==> src/rtl/vga_plot_arbiter_if.sv <==
// Drawer-side and VGA-side signal bundle for vga_plot_arbiter.
// master: drawers/adapter view; slave: the arbiter itself.
interface vga_plot_arbiter_if #(
  parameter int unsigned N_REQ = 8
);
  logic [N_REQ-1:0]   req;
  logic [N_REQ-1:0]   pix_valid;
  logic [N_REQ-1:0]   pix_last;
  logic [8*N_REQ-1:0] pix_x;
  logic [7*N_REQ-1:0] pix_y;
  logic [3*N_REQ-1:0] pix_colour;
  logic [N_REQ-1:0]   gnt;
  logic [N_REQ-1:0]   done;
  logic [7:0]         vga_x;
  logic [6:0]         vga_y;
  logic [2:0]         vga_colour;
  logic               vga_plot;
  logic               busy;
  logic               timeout_err;
  logic [14:0]        burst_count;

  modport master (
    output req, pix_valid, pix_last, pix_x, pix_y, pix_colour,
    input  gnt, done, vga_x, vga_y, vga_colour, vga_plot, busy, timeout_err, burst_count
  );

  modport slave (
    input  req, pix_valid, pix_last, pix_x, pix_y, pix_colour,
    output gnt, done, vga_x, vga_y, vga_colour, vga_plot, busy, timeout_err, burst_count
  );
endinterface

==> src/rtl/vga_plot_arbiter.sv <==
// Round-robin burst arbiter sharing the vga_adapter pixel port among N_REQ drawers.
// Optional PLOT_ARB_CLIP_EN: accepted off-screen pixels are counted but not plotted.
module vga_plot_arbiter #(
  parameter int unsigned N_REQ       = 8,
  parameter int unsigned SCREEN_W    = 160,
  parameter int unsigned SCREEN_H    = 120,
  parameter int unsigned TIMEOUT_CYC = 1024
) (
  input logic               clk,
  input logic               resetn,
  vga_plot_arbiter_if.slave bus
);
  localparam int unsigned IdxW = (N_REQ > 1) ? $clog2(N_REQ) : 1;
  localparam int unsigned TmrW = $clog2(TIMEOUT_CYC) + 1;
  localparam logic [0:0] StIdle  = 1'b0;
  localparam logic [0:0] StGrant = 1'b1;
  localparam logic [14:0]     CntMax  = 15'h7fff;
  localparam logic [TmrW-1:0] TmrLast = TmrW'(TIMEOUT_CYC - 1);
  localparam logic [IdxW-1:0] IdxLast = IdxW'(N_REQ - 1);
`ifdef PLOT_ARB_CLIP_EN
  localparam bit ClipEn = 1'b1;
`else
  localparam bit ClipEn = 1'b0;
`endif

  logic [0:0]       state_q, state_d;
  logic [IdxW-1:0]  rr_q, rr_d;
  logic [IdxW-1:0]  w_q, w_d;
  logic [N_REQ-1:0] gnt_q, gnt_d;
  logic [N_REQ-1:0] done_q, done_d;
  logic             terr_q, terr_d;
  logic [14:0]      cnt_q, cnt_d;
  logic [TmrW-1:0]  tmr_q, tmr_d;
  logic [7:0]       x_q, x_d;
  logic [6:0]       y_q, y_d;
  logic [2:0]       c_q, c_d;
  logic             plot_q, plot_d;

  logic            win_found;
  logic [IdxW-1:0] win_idx;
  logic [IdxW-1:0] scan_idx;
  logic [IdxW-1:0] rr_after;
  logic            cur_req, cur_valid, cur_last, accept, fwd;
  logic [7:0]      cur_x;
  logic [6:0]      cur_y;
  logic [2:0]      cur_c;

  // First requester at or after rr_q, wrapping.
  always_comb begin
    win_found = 1'b0;
    win_idx   = rr_q;
    scan_idx  = rr_q;
    for (int k = 0; k < int'(N_REQ); k++) begin
      if (!win_found && bus.req[scan_idx]) begin
        win_found = 1'b1;
        win_idx   = scan_idx;
      end
      scan_idx = (scan_idx == IdxLast) ? '0 : scan_idx + 1'b1;
    end
  end

  assign cur_req   = bus.req[w_q];
  assign cur_valid = bus.pix_valid[w_q];
  assign cur_last  = bus.pix_last[w_q];
  assign cur_x     = bus.pix_x[int'(w_q) * 8 +: 8];
  assign cur_y     = bus.pix_y[int'(w_q) * 7 +: 7];
  assign cur_c     = bus.pix_colour[int'(w_q) * 3 +: 3];
  assign rr_after  = (w_q == IdxLast) ? '0 : w_q + 1'b1;
  assign fwd       = !ClipEn || ((32'(cur_x) < SCREEN_W) && (32'(cur_y) < SCREEN_H));

  always_comb begin
    state_d = state_q;
    rr_d    = rr_q;
    w_d     = w_q;
    gnt_d   = gnt_q;
    done_d  = '0;
    terr_d  = 1'b0;
    cnt_d   = cnt_q;
    tmr_d   = tmr_q;
    x_d     = x_q;
    y_d     = y_q;
    c_d     = c_q;
    plot_d  = 1'b0;
    accept  = 1'b0;
    unique case (state_q)
      StIdle: begin
        if (win_found) begin
          state_d = StGrant;
          w_d     = win_idx;
          gnt_d   = '0;
          gnt_d[win_idx] = 1'b1;
          cnt_d   = '0;
          tmr_d   = '0;
        end
      end
      StGrant: begin
        // A pixel offered in the same cycle the request drops is discarded.
        accept = cur_valid && cur_req;
        if (accept) begin
          if (cnt_q != CntMax) cnt_d = cnt_q + 15'd1;
          tmr_d = '0;
          if (fwd) begin
            plot_d = 1'b1;
            x_d    = cur_x;
            y_d    = cur_y;
            c_d    = cur_c;
          end
          if (cur_last) begin
            state_d     = StIdle;
            gnt_d       = '0;
            rr_d        = rr_after;
            done_d[w_q] = 1'b1;
          end
        end else if (!cur_req) begin
          state_d = StIdle;
          gnt_d   = '0;
          rr_d    = rr_after;
        end else if (tmr_q == TmrLast) begin
          state_d = StIdle;
          gnt_d   = '0;
          rr_d    = rr_after;
          terr_d  = 1'b1;
        end else begin
          tmr_d = tmr_q + 1'b1;
        end
      end
      default: state_d = StIdle;
    endcase
  end

  always_ff @(posedge clk or negedge resetn) begin
    if (!resetn) begin
      state_q <= StIdle;
      rr_q    <= '0;
      w_q     <= '0;
      gnt_q   <= '0;
      done_q  <= '0;
      terr_q  <= 1'b0;
      cnt_q   <= '0;
      tmr_q   <= '0;
      x_q     <= '0;
      y_q     <= '0;
      c_q     <= '0;
      plot_q  <= 1'b0;
    end else begin
      state_q <= state_d;
      rr_q    <= rr_d;
      w_q     <= w_d;
      gnt_q   <= gnt_d;
      done_q  <= done_d;
      terr_q  <= terr_d;
      cnt_q   <= cnt_d;
      tmr_q   <= tmr_d;
      x_q     <= x_d;
      y_q     <= y_d;
      c_q     <= c_d;
      plot_q  <= plot_d;
    end
  end

  assign bus.gnt         = gnt_q;
  assign bus.done        = done_q;
  assign bus.vga_x       = x_q;
  assign bus.vga_y       = y_q;
  assign bus.vga_colour  = c_q;
  assign bus.vga_plot    = plot_q;
  assign bus.busy        = (state_q == StGrant);
  assign bus.timeout_err = terr_q;
  assign bus.burst_count = cnt_q;
endmodule

==> src/flat_wrapper.sv <==
// flat-port wrapper written by rule: the top's interface ports become plain ports
module vga_plot_arbiter_flat 
#(
  parameter int unsigned N_REQ       = 8,
  parameter int unsigned SCREEN_W    = 160,
  parameter int unsigned SCREEN_H    = 120,
  parameter int unsigned TIMEOUT_CYC = 1024
)
  (clk, resetn, bus_req, bus_pix_valid, bus_pix_last, bus_pix_x, bus_pix_y, bus_pix_colour, bus_gnt, bus_done, bus_vga_x, bus_vga_y, bus_vga_colour, bus_vga_plot, bus_busy, bus_timeout_err, bus_burst_count);
  vga_plot_arbiter_if #(.N_REQ(N_REQ)) bus_i ();
  input logic clk;
  input logic resetn;
  input wire logic [$bits(bus_i.req)-1:0] bus_req;
  input wire logic [$bits(bus_i.pix_valid)-1:0] bus_pix_valid;
  input wire logic [$bits(bus_i.pix_last)-1:0] bus_pix_last;
  input wire logic [$bits(bus_i.pix_x)-1:0] bus_pix_x;
  input wire logic [$bits(bus_i.pix_y)-1:0] bus_pix_y;
  input wire logic [$bits(bus_i.pix_colour)-1:0] bus_pix_colour;
  output wire logic [$bits(bus_i.gnt)-1:0] bus_gnt;
  output wire logic [$bits(bus_i.done)-1:0] bus_done;
  output wire logic [$bits(bus_i.vga_x)-1:0] bus_vga_x;
  output wire logic [$bits(bus_i.vga_y)-1:0] bus_vga_y;
  output wire logic [$bits(bus_i.vga_colour)-1:0] bus_vga_colour;
  output wire logic [$bits(bus_i.vga_plot)-1:0] bus_vga_plot;
  output wire logic [$bits(bus_i.busy)-1:0] bus_busy;
  output wire logic [$bits(bus_i.timeout_err)-1:0] bus_timeout_err;
  output wire logic [$bits(bus_i.burst_count)-1:0] bus_burst_count;
  assign bus_i.req = bus_req;
  assign bus_i.pix_valid = bus_pix_valid;
  assign bus_i.pix_last = bus_pix_last;
  assign bus_i.pix_x = bus_pix_x;
  assign bus_i.pix_y = bus_pix_y;
  assign bus_i.pix_colour = bus_pix_colour;
  assign bus_gnt = bus_i.gnt;
  assign bus_done = bus_i.done;
  assign bus_vga_x = bus_i.vga_x;
  assign bus_vga_y = bus_i.vga_y;
  assign bus_vga_colour = bus_i.vga_colour;
  assign bus_vga_plot = bus_i.vga_plot;
  assign bus_busy = bus_i.busy;
  assign bus_timeout_err = bus_i.timeout_err;
  assign bus_burst_count = bus_i.burst_count;
  vga_plot_arbiter #(.N_REQ(N_REQ), .SCREEN_W(SCREEN_W), .SCREEN_H(SCREEN_H), .TIMEOUT_CYC(TIMEOUT_CYC)) u_core (.clk(clk), .resetn(resetn), .bus(bus_i));
endmodule
==> config.mk <==
export PLATFORM = sky130hd
export DESIGN_NAME = vga_plot_arbiter_flat
export DESIGN_NICKNAME = d
export VERILOG_FILES = /design/src/rtl/vga_plot_arbiter_if.sv /design/src/rtl/vga_plot_arbiter.sv /design/src/flat_wrapper.sv
export SDC_FILE = /design/constraint.sdc
export NUM_CORES = 1
export LEC_CHECK = 0
export CAP_MARGIN = 0
export CORE_ASPECT_RATIO = 1.1
export CORE_MARGIN = 1.5
export CORE_UTILIZATION = 39
export CTS_CLUSTER_SIZE = 30
export DETAILED_ROUTE_END_ITERATION = 7
export MAX_ROUTING_LAYER = met4
export PLACE_DENSITY = 0.89
export SETUP_SLACK_MARGIN = 0.02
export SLEW_MARGIN = 20
export SYNTH_ARGS = -nofsm -noshare
export SYNTH_HDL_FRONTEND = slang
export SYNTH_SLANG_ARGS = --single-unit
==> constraint.sdc <==
create_clock -name clk -period 3.3 [get_ports clk]
set_input_delay 0.99 -clock clk [delete_from_list [all_inputs] [get_ports clk]]
set_output_delay 0.99 -clock clk [all_outputs]
set_load 0.01 [all_outputs]
# Yosys cells after proc, flatten, opt, wreduce, memory -nomap -nowiden
# Cells that the tools add are included.
# word_totals
romBits,0
in_bits,170
output_inout_bits,52
mem_count,0
latchBits,0
register_bits,69
mem_bits_rw,0
word_cells,165
# op_classes
magnitude_cmp,12
shifts,3
n_mux,83
bitwise,1
n_reduce_logical,23
div_mod_pow,0
mul,2
n_eq_ne,19
add_sub_neg,10
# ops
op,count
two-way mux 8 bit,8
variable part select 64 x 7 -> 8 bit,1
two-way mux 3 bit,19
variable part select 56 x 32 -> 7 bit,1
two-way mux 15 bit,3
two-way mux 11 bit,4
less-than comparator 3 x 4 -> 1 bit (second input constant),10
binary-select mux 1 bit (select 3 bit),11
two-way mux 1 bit,32
variable part select 24 x 32 -> 3 bit,1
case mux 15 bit (2 select lines),1
adder 3 x 1 -> 3 bit (second input constant),8
== test 3 bit (second input constant),8
case mux 11 bit (2 select lines),1
case mux 8 bit (2 select lines),1
adder 15 x 1 -> 15 bit (second input constant),1
!= test 15 bit (second input constant),1
!= test 3 bit (second input constant),4
AND reduction 3 bit,4
adder 11 x 1 -> 11 bit (second input constant),1
== test 11 x 10 -> 1 bit (second input constant),1
logical AND 1 bit,10
logical NOT 1 bit,7
demux 1 bit (select 3 bit),2
other kinds (9),13

# Logic depth before layout (Yosys ltp)
# Gate-level depths: netlist of run 1.
# logic_depth
depth_word,30
depth_mapped,15
mapped_depth_nobuf,10

# Worst setup path after synthesis of run 1
# OpenSTA, ideal clock, no wires.
# synth_timing
path_type,register to register
start,register u_core.rr_q[0]
end,register u_core.tmr_q[9]
setup_slack_ns,-0.174
t_arrival_ns,3.353
setup_time_ns,0.122
required_time_ns,3.178
path_buffers,2
synth_period_minus_slack_ns,3.474
stages_incl_launch_ff,13
path_cell_list,dfrtp_1 -> buf_2 -> inv_1 -> ha_1 -> buf_6 -> mux2_2 -> mux4_2 -> nand3b_4 -> or2_1 -> o41a_4 -> a21oi_4 -> o21ai_1 -> a32o_1
# synth_between
elab_chain_cells,26
word_cells_on_any_way,61
classes_between,7 x add/sub; 8 x eq/ne; 31 x mux; 15 x reduce/logical
# synth_lines
element,line_no,source
from (decl),vga_plot_arbiter.sv:27,"logic [IdxW-1:0] rr_q, rr_d;"
from (signal assigned),vga_plot_arbiter.sv:147,rr_q <= rr_d;
branches (longest 23 deep; another with adder 3 x 1 -> 3 bit),n/a,
two-way mux 1 bit (*),vga_plot_arbiter.sv:54,if (!win_found && bus.req[scan_idx]) begin
!= test 2 x 1 -> 1 bit (no line) (*),n/a,
AND reduction 3 bit (no line) (*),n/a,
to (signal assigned),vga_plot_arbiter.sv:153,tmr_q <= tmr_d;
to (decl),vga_plot_arbiter.sv:33,"logic [TmrW-1:0] tmr_q, tmr_d;"
# Every way passes the cells marked *. The select of a mux whose other input is x is not followed.
# A chain may end at the register's enable or synchronous reset.

# Worst setup path in the final report of run 1
# layout_timing
start,register u_core.rr_q[0]
end,register u_core.gnt_q[5] (netlist: u_core.bus.gnt[5])
# layout_between
elab_chain_cells,30
word_cells_on_any_way,75
classes_between,7 x add/sub; 2 x order compare; 8 x eq/ne; 42 x mux; 16 x reduce/logical
# layout_lines
element,line_no,source
branches (longest 30 deep; another with adder 3 x 1 -> 3 bit),n/a,
to (signal assigned),vga_plot_arbiter.sv:149,gnt_q <= gnt_d;
to (decl),vga_plot_arbiter.sv:29,"logic [N_REQ-1:0] gnt_q, gnt_d;"
# Parallel ways; which one is timed is not known. The select of a mux whose other input is x is not followed.

==> metrics.txt, run 1 <==
io pins 222; gate count of the mapped netlist 542; RSZ-0062 raised after global routing yes; global-route usage over all layers 0.302; first-pass GRT wire length 31,700 um; Power Total 0.00988 W; WL final 21,000 um; DP Wirelength 15,700 um; share of cells above drive strength 1 0.235; TritonCTS clock tree built; WL per Instance 20.9 um; Post-Synth Adder-Cell Area 0.0220; power per cell area 1130 mW/mm2; post-place setup slack -0.694 ns; Worst Setup End Kind register; max-cap violations 0; peak supply drop 0.552 mV; Area growth syn-to-layout 71.9%; arrival time at the worst endpoint 3.55 ns; cts hold-fix bufs 0; H-tree depth 3; Mapped Area 0.00511 mm2; Die ar. 0.0138 mm2; reg2reg setup slack -0.03 ns; flops & latches, synth 69; reg2reg end u_core.bus.gnt[5]$_DFFE_PN0P_; fmax 300 MHz; R2R Path Start u_core.rr_q[0]$_DFFE_PN0P_; number of hold violations in the final report 0; Initial Utilization 0.402; DRT iter0 DRCs 525; core area 0.0127 mm2; Synth area leader dfrtp_1; total gr overflow 0; Num CTS Buffers 9; Hold Crit Depth 1; Max FO, Critical Path 7; Slew Limit Fails 0; min Tclk post-route 3.33 ns; Hold Startpoint u_core.bus.vga_x[3]$_DFFE_PN0P_; Top FF cell, synth dfrtp_1; Post-Syn Nets 721; post-synthesis xor/xnor area fraction 0.0318; number of flops mapped to enable cells by yosys 0; hold slack 0.472 ns; via count 6,046; largest family of logic cells by synthesized area compound AO/OA/AOI/OAI gates; Seq/Total Area, Yosys 0.338; Via density 6.02; Clock Latency Late Sink 0.33 ns; fin util 0.691; worst slew pin tran 0.861 ns; Register Area 0.00173 mm2; post-route ant nets 0; initial antenna violation count 0; CTS root buffer clkbuf_16; Yosys top cell area share 0.338; synth top area cells dfrtp_1 (34%), a22oi_1 (6.2%), mux2i_1 (4.1%); final setup margin -0.0297 ns; Routability Congestion 0.929; Final period util 1.01; TritonRoute pass-1 iters 7; multi-input combinational cell area 0.00343 mm2; vias in the first global route 6,079; Die H 123 um; Setup Skew 0.00489 ns; DRC errors left 6; clock sinks 69; Clock Path Buffers 2; Die X 112 um; Slew HR 0.426; Distinct cells, synth 63; final setup violation count 7; r2r worst-path depth 12; status finished, violations left; PortBufs 221; Static Leak 3.71 nW; compound-cell area share of the yosys netlist 0.309; Avg Cell Area, Syn 9.42 um2; WP data required 3.52 ns; Yosys warning count 0; Post-Synth Simple-Gate Area 0.148; Post-synth ARST share 1.00; Worst Hold End u_core.bus.vga_x[3]$_DFFE_PN0P_; fillcell total 939; Worst-path clk slew 0.06 ns; Worst setup SP type register; failing checks DRC, setup timing; antenna cells 0; pin count of the biggest net entering global routing 70; nets 1,021; worst hold path type reg2reg; Setup CP Type reg2reg; mux cell area share after synthesis 0.110; std cell rows 43
through the flow:
step	area [um2]	TNS, ns	instances
detailed placement	8080	-20.47	975
global route	8780	-1.32	1004
finish	8780	-0.115	1004
CTS	8590	0	1000
global placement	8080	-18.31	975
floorplan	5130	0	542
metal layers:
metal / vias up / wire length [um] / global-route usage / share of wire
met4: 0 / 815 / 0.134 / 0.039
li1: 2731 / - / - / -
met5: - / 0 / - / 0
met2: 334 / 10700 / 0.521 / 0.51
met1: 2925 / 8060 / 0.356 / 0.38
met3: 56 / 1500 / 0.0417 / 0.071
cell usage after synthesis, types with 12 or more instances:
cell	number
mux2_2	14
xor2_1	12
dfrtp_1	69
nor3_1	14
a21o_1	19
a221oi_1	19
a22o_1	22
nor2_1	43
o21ai_0	22
inv_1	14
mux2i_1	21
a22oi_1	42
nand2_1	24
a31oi_1	21
clkbuf_1	23
sequential cells by signal (all words and copies together) (netlist names):
signal                  count
u_core.bus.vga_colour       3
u_core.bus.vga_y            7
u_core.bus.vga_x            8
u_core.bus.done             8
u_core.bus.vga_plot         1
u_core.bus.busy             1
u_core.bus.timeout_err      1
u_core.bus.gnt              8
u_core.bus.burst_count     15
u_core.rr_q                 3
u_core.tmr_q               11
u_core.w_q                  3
critical path: stages, from the launching register on:
cell and delay (ns):
dfrtp_1 0.39, ha_1 0.24, ha_4 0.19, or2_4 0.25, buf_4 0.17, buf_12 0.14, mux2i_1 0.21, mux2i_1 0.18
buf_4 0.17, a2111o_1 0.40, a32o_2 0.26, a211o_1 0.34, a32o_1 0.26
how the worst max path moves through the flow:
| stage | to | slack (ns) | cells past startpoint | startpoint |
|---|---|---|---|---|
| 3_5_place_dp | u_core.bus.burst_count[7]$_DFFE_PN0P_ | -0.69 | 10 | bus_req[1] |
| 4_1_cts | u_core.bus.burst_count[0]$_DFFE_PN0P_ | 0.03 | 13 | u_core.rr_q[0]$_DFFE_PN0P_ |
| 6_report | u_core.bus.gnt[5]$_DFFE_PN0P_ | -0.03 | 12 | u_core.rr_q[0]$_DFFE_PN0P_ |
| 3_3_place_gp | u_core.tmr_q[9]$_DFFE_PN0P_ | -0.57 | 10 | bus_req[1] |
| 5_1_grt | u_core.bus.gnt[5]$_DFFE_PN0P_ | -0.1 | 8 | bus_req[0] |
| 2_1_floorplan | u_core.tmr_q[9]$_DFFE_PN0P_ | 0.01 | 9 | bus_req[6] |
placed cells by master (no fill, tap or decap), drive strengths merged, types with 5 or more instances in the layout:
cell type      count
buf              103
and3              11
mux2              14
a22o              22
a21oi             12
clkdlybuf4s15      6
dfrtp             69
xor2              12
a21o              19
nand4             10
a211o              5
ha                 9
nor2              44
nand3              6
a221oi            19
a211oi             5
a22oi             42
nor3              14
a31oi             21
mux4               8
a32o               7
o21ai             29
nand2             24
clkbuf            12
clkdlybuf4s50    212
or2                5
nand2b            10
inv               14
mux2i             22
cells by family (layout without fill, tap and decap cells):
| kind of cell | after synthesis | count (layout) |
|---|---|---|
| adders and majority gates | 9 | 9 |
| muxes | 44 | 44 |
| AOI/OAI and AO/OA | 208 | 208 |
| DFF | 69 | 69 |
| and+or+nand+nor | 146 | 146 |
| buffers and inverters | 49 | 354 |
| xor gates and xnor gates | 17 | 17 |
where the power goes:
part	switching, W	leakage, nW	internal (W)
combinational	0.00379	2.64	0.00376
sequential	0.000231	0.919	0.00105
clock	0.000358	0.152	0.000683
total	0.00438	3.71	0.00549
layout make-up:
type                            instances  share of cell area
Timing Repair Buffer                  323               0.346
Inverter                               15             0.00670
Clock inverter                          5             0.00955
Multi-Input combinational cell        424               0.391
Clock buffer                           11              0.0277
Tap cell                              157              0.0224
Sequential cell                        69               0.197
timing repair:
item	in CTS	in global routing
setup endpoints to repair	37	36
gates resized for setup	46	41
pin swaps	7	19
setup buffers	9	4
No activity file was read; power rests on OpenSTA's default activity.
==> inputs of run 2 (changes only) <==
Settings changed: MAX_ROUTING_LAYER met4 to not set.
==> run 2 against run 1 <==
Compared with the run above:
- the run still ends with DRC, setup timing left
- combinational power is 2% lower
- die area unchanged
- clock power is 6% higher
- count of clock-buffer cells in the layout grew 1
- clock skew about the same
- non-clock buffer count up 4
- critical endpoint is now u_core.bus.gnt[7]$_DFFE_PN0P_
- largest cell class unchanged
- largest power group unchanged
==> metrics.txt, run 2 (same netlist as run 1, synthesis figures left out) <==
Max FO, Critical Path 7 (unchanged); DP Wirelength 15,600 um (-0.57%); placed cell count 981 (+0.62%); share of cells above drive strength 1 0.223 (-0.0119); TritonCTS clock tree built; Clock Latency Late Sink 0.33 ns (about the same); H-tree depth 3 (unchanged); CP max stage delay 0.57 ns (+0.17 ns); status finished, violations left; clock sinks 69 (unchanged); CTS root buffer clkbuf_16; Num CTS Buffers 9 (unchanged); vias in the first global route 6,067 (-0.20%); Routability Congestion 0.939 (+1.1%); RSZ-0062 raised after global routing yes; via count 6,189 (+2.4%); fin util 0.695 (+0.00365); worst hold path type reg2reg; io pins 222 (unchanged); WL final 21,400 um (+1.6%); TritonRoute pass-1 iters 8 (+1); final setup margin -0.0712 ns (-0.0415 ns); post-route ant nets 0 (unchanged); power per cell area 1110 mW/mm2 (-1.3%); Layout Cells excl Fill 1,009 (+0.50%); Clock Path Buffers 2 (unchanged); most frequent cells in the layout clkdlybuf4s50_1 (212), buf_4 (96), dfrtp_1 (69); Setup Skew 0.00469 ns (-0.000206 ns); pin count of the biggest net entering global routing 70 (unchanged); DRT iter0 DRCs 582 (+11%); Die H 123 um (unchanged); Initial Utilization 0.402 (unchanged); arrival time at the worst endpoint 3.59 ns (+0.04 ns); Die X 112 um (unchanged); Worst-path clk slew 0.05 ns (about the same); Comb pwr share 0.757 (-0.008); Reg power frac 0.130 (about the same); CP top delay family compound AO/OA/AOI/OAI gates; Die ar. 0.0138 mm2 (unchanged); Area growth syn-to-layout 72.8%; WP buf/inv 2 (-1); sw power 0.00430 W (-1.9%); PortBufs 221 (unchanged); Final Cell Area 0.00882 mm2 (+0.53%); Clock Power Share 0.113 (+0.008); fillcell total 908 (-3.3%); Slew Limit Fails 0 (unchanged); first-pass GRT wire length 32,000 um (+0.98%); cts hold-fix bufs 0 (unchanged); worst slew pin tran 0.874 ns (+0.0135 ns); Via density 6.13 (+1.9%); Worst setup SP type register; switching share of power 0.439 (-0.00489); initial antenna violation count 0 (unchanged); core area 0.0127 mm2 (unchanged); antenna cells 0 (unchanged); final setup violation count 13 (+6); WL per Instance 21.2 um (+1.1%); number of hold violations in the final report 0 (unchanged); slowest stage cell, crit path mux4_2; fmax 297 MHz (-1.2%); Slew HR 0.417 (-0.00899); Setup CP Type reg2reg; nets 1,026 (+0.49%); DRC errors left 3 (-3); CP Cell Sequence buf_6 -> inv_4 -> ha_4 -> mux2_4 -> mux4_2 -> nand3b_4 -> a2111o_1 -> a32o_2 -> a211o_1 -> a32o_1; std cell rows 43 (unchanged); min Tclk post-route 3.37 ns (+0.0415 ns); internal power 0.00550 W (about the same); failing checks DRC, setup timing; Worst Setup End Kind register; max-cap violations 0 (unchanged); global-route usage over all layers 0.297 (-0.00567); commonest non-fill, non-tap cell in the layout clkdlybuf4s50_1; total gr overflow 0 (unchanged); hold slack 0.472 ns (+0.000867 ns); WP data required 3.52 ns (about the same); Final period util 1.02 (+0.0126); placed cell areas 0.00812 mm2 (+0.40%); peak supply drop 0.510 mV (-7.6%); Static Leak 3.76 nW (+1.2%); max reg flops 15 (unchanged)
[run 2: cell types whose count changed in the layout (fill, tap and decap cells not counted), sizes merged]
cell	previous run	this run
o41a	2	3
clkinvlp	2	0
dlygate4sd2	1	5
buf	103	106
bufinv	2	3
clkbuf	12	13
clkdlybuf4s15	6	3
[run 2: worst paths after layout]
check / cells after the start / end / slack [ns] / startpoint
worst max-delay path: 10 / u_core.bus.gnt[7]$_DFFE_PN0P_ / -0.07 / u_core.rr_q[1]$_DFFE_PN0P_
worst min-delay path: 1 / u_core.bus.vga_x[7]$_DFFE_PN0P_ / 0.47 / u_core.bus.vga_x[7]$_DFFE_PN0P_
worst min register to register: 1 / u_core.bus.vga_x[7]$_DFFE_PN0P_ / 0.47 / u_core.bus.vga_x[7]$_DFFE_PN0P_
min in group asynchronous: 1 / u_core.bus.gnt[1]$_DFFE_PN0P_ / 0.76 / resetn
worst max register to register: 10 / u_core.bus.gnt[7]$_DFFE_PN0P_ / -0.07 / u_core.rr_q[1]$_DFFE_PN0P_
max in group asynchronous: 1 / u_core.rr_q[0]$_DFFE_PN0P_ / 1.95 / resetn
[run 2: per-layer routing]
| layer | vias up | GRT usage | wire length [um] | part of all wire |
|---|---|---|---|---|
| li1 | 2742 | - | - | - |
| met1 | 2994 | 0.358 | 7990 | 0.37 |
| met2 | 387 | 0.537 | 10900 | 0.51 |
| met3 | 66 | 0.0505 | 1730 | 0.081 |
| met4 | 0 | 0.104 | 754 | 0.035 |
| met5 | - | 0 | 0 | 0 |
[run 2: through the flow]
| stage | power [W] | TNS (ns) | setup WS [ns] |
|---|---|---|---|
| after floorplan | 0.00481 | 0 | 0.0107 |
| after global placement | 0.00749 | -17.60 | -0.555 |
| after detailed placement | 0.00756 | -20.75 | -0.648 |
| after CTS | 0.00910 | 0 | 0.0159 |
| after global routing | 0.0103 | -2.56 | -0.180 |
| final | 0.00980 | -0.558 | -0.0712 |
[run 2: repair_timing]
action	CTS	global route
pin swaps	6	19
endpoints found under the setup margin	38	33
gates resized for setup	42	27
gates cloned	1	2
buffers inserted	4	5
[run 2: area by class of cell]
class	count	area, um2	area share
multi-input cells	425	3420	0.388
repair buffers	327	3080	0.349
flip-flops and latches	69	1730	0.196
well taps	157	196	0.0223
clock inverters	4	95.1	0.0108
inverters	15	58.8	0.00666
clock buffers	12	246	0.0279
[run 2: power by group through the flow]
stage	logic (W)	registers (W)	clock network (W)
2_1_floorplan	0.00358	0.00124	0
3_3_place_gp	0.00622	0.00126	0
3_5_place_dp	0.00629	0.00127	0
4_1_cts	0.00673	0.00126	0.00111
5_1_grt	0.00781	0.00130	0.00115
6_report	0.00742	0.00128	0.00110
[run 2: worst reg2reg max path, stage by stage, from the launching register on]
cell and delay [ns]:
dfrtp_1 0.38, buf_6 0.12, inv_4 0.04, ha_4 0.35, mux2_4 0.33, mux4_2 0.57, nand3b_4 0.21, a2111o_1 0.43
a32o_2 0.26, a211o_1 0.31, a32o_1 0.26
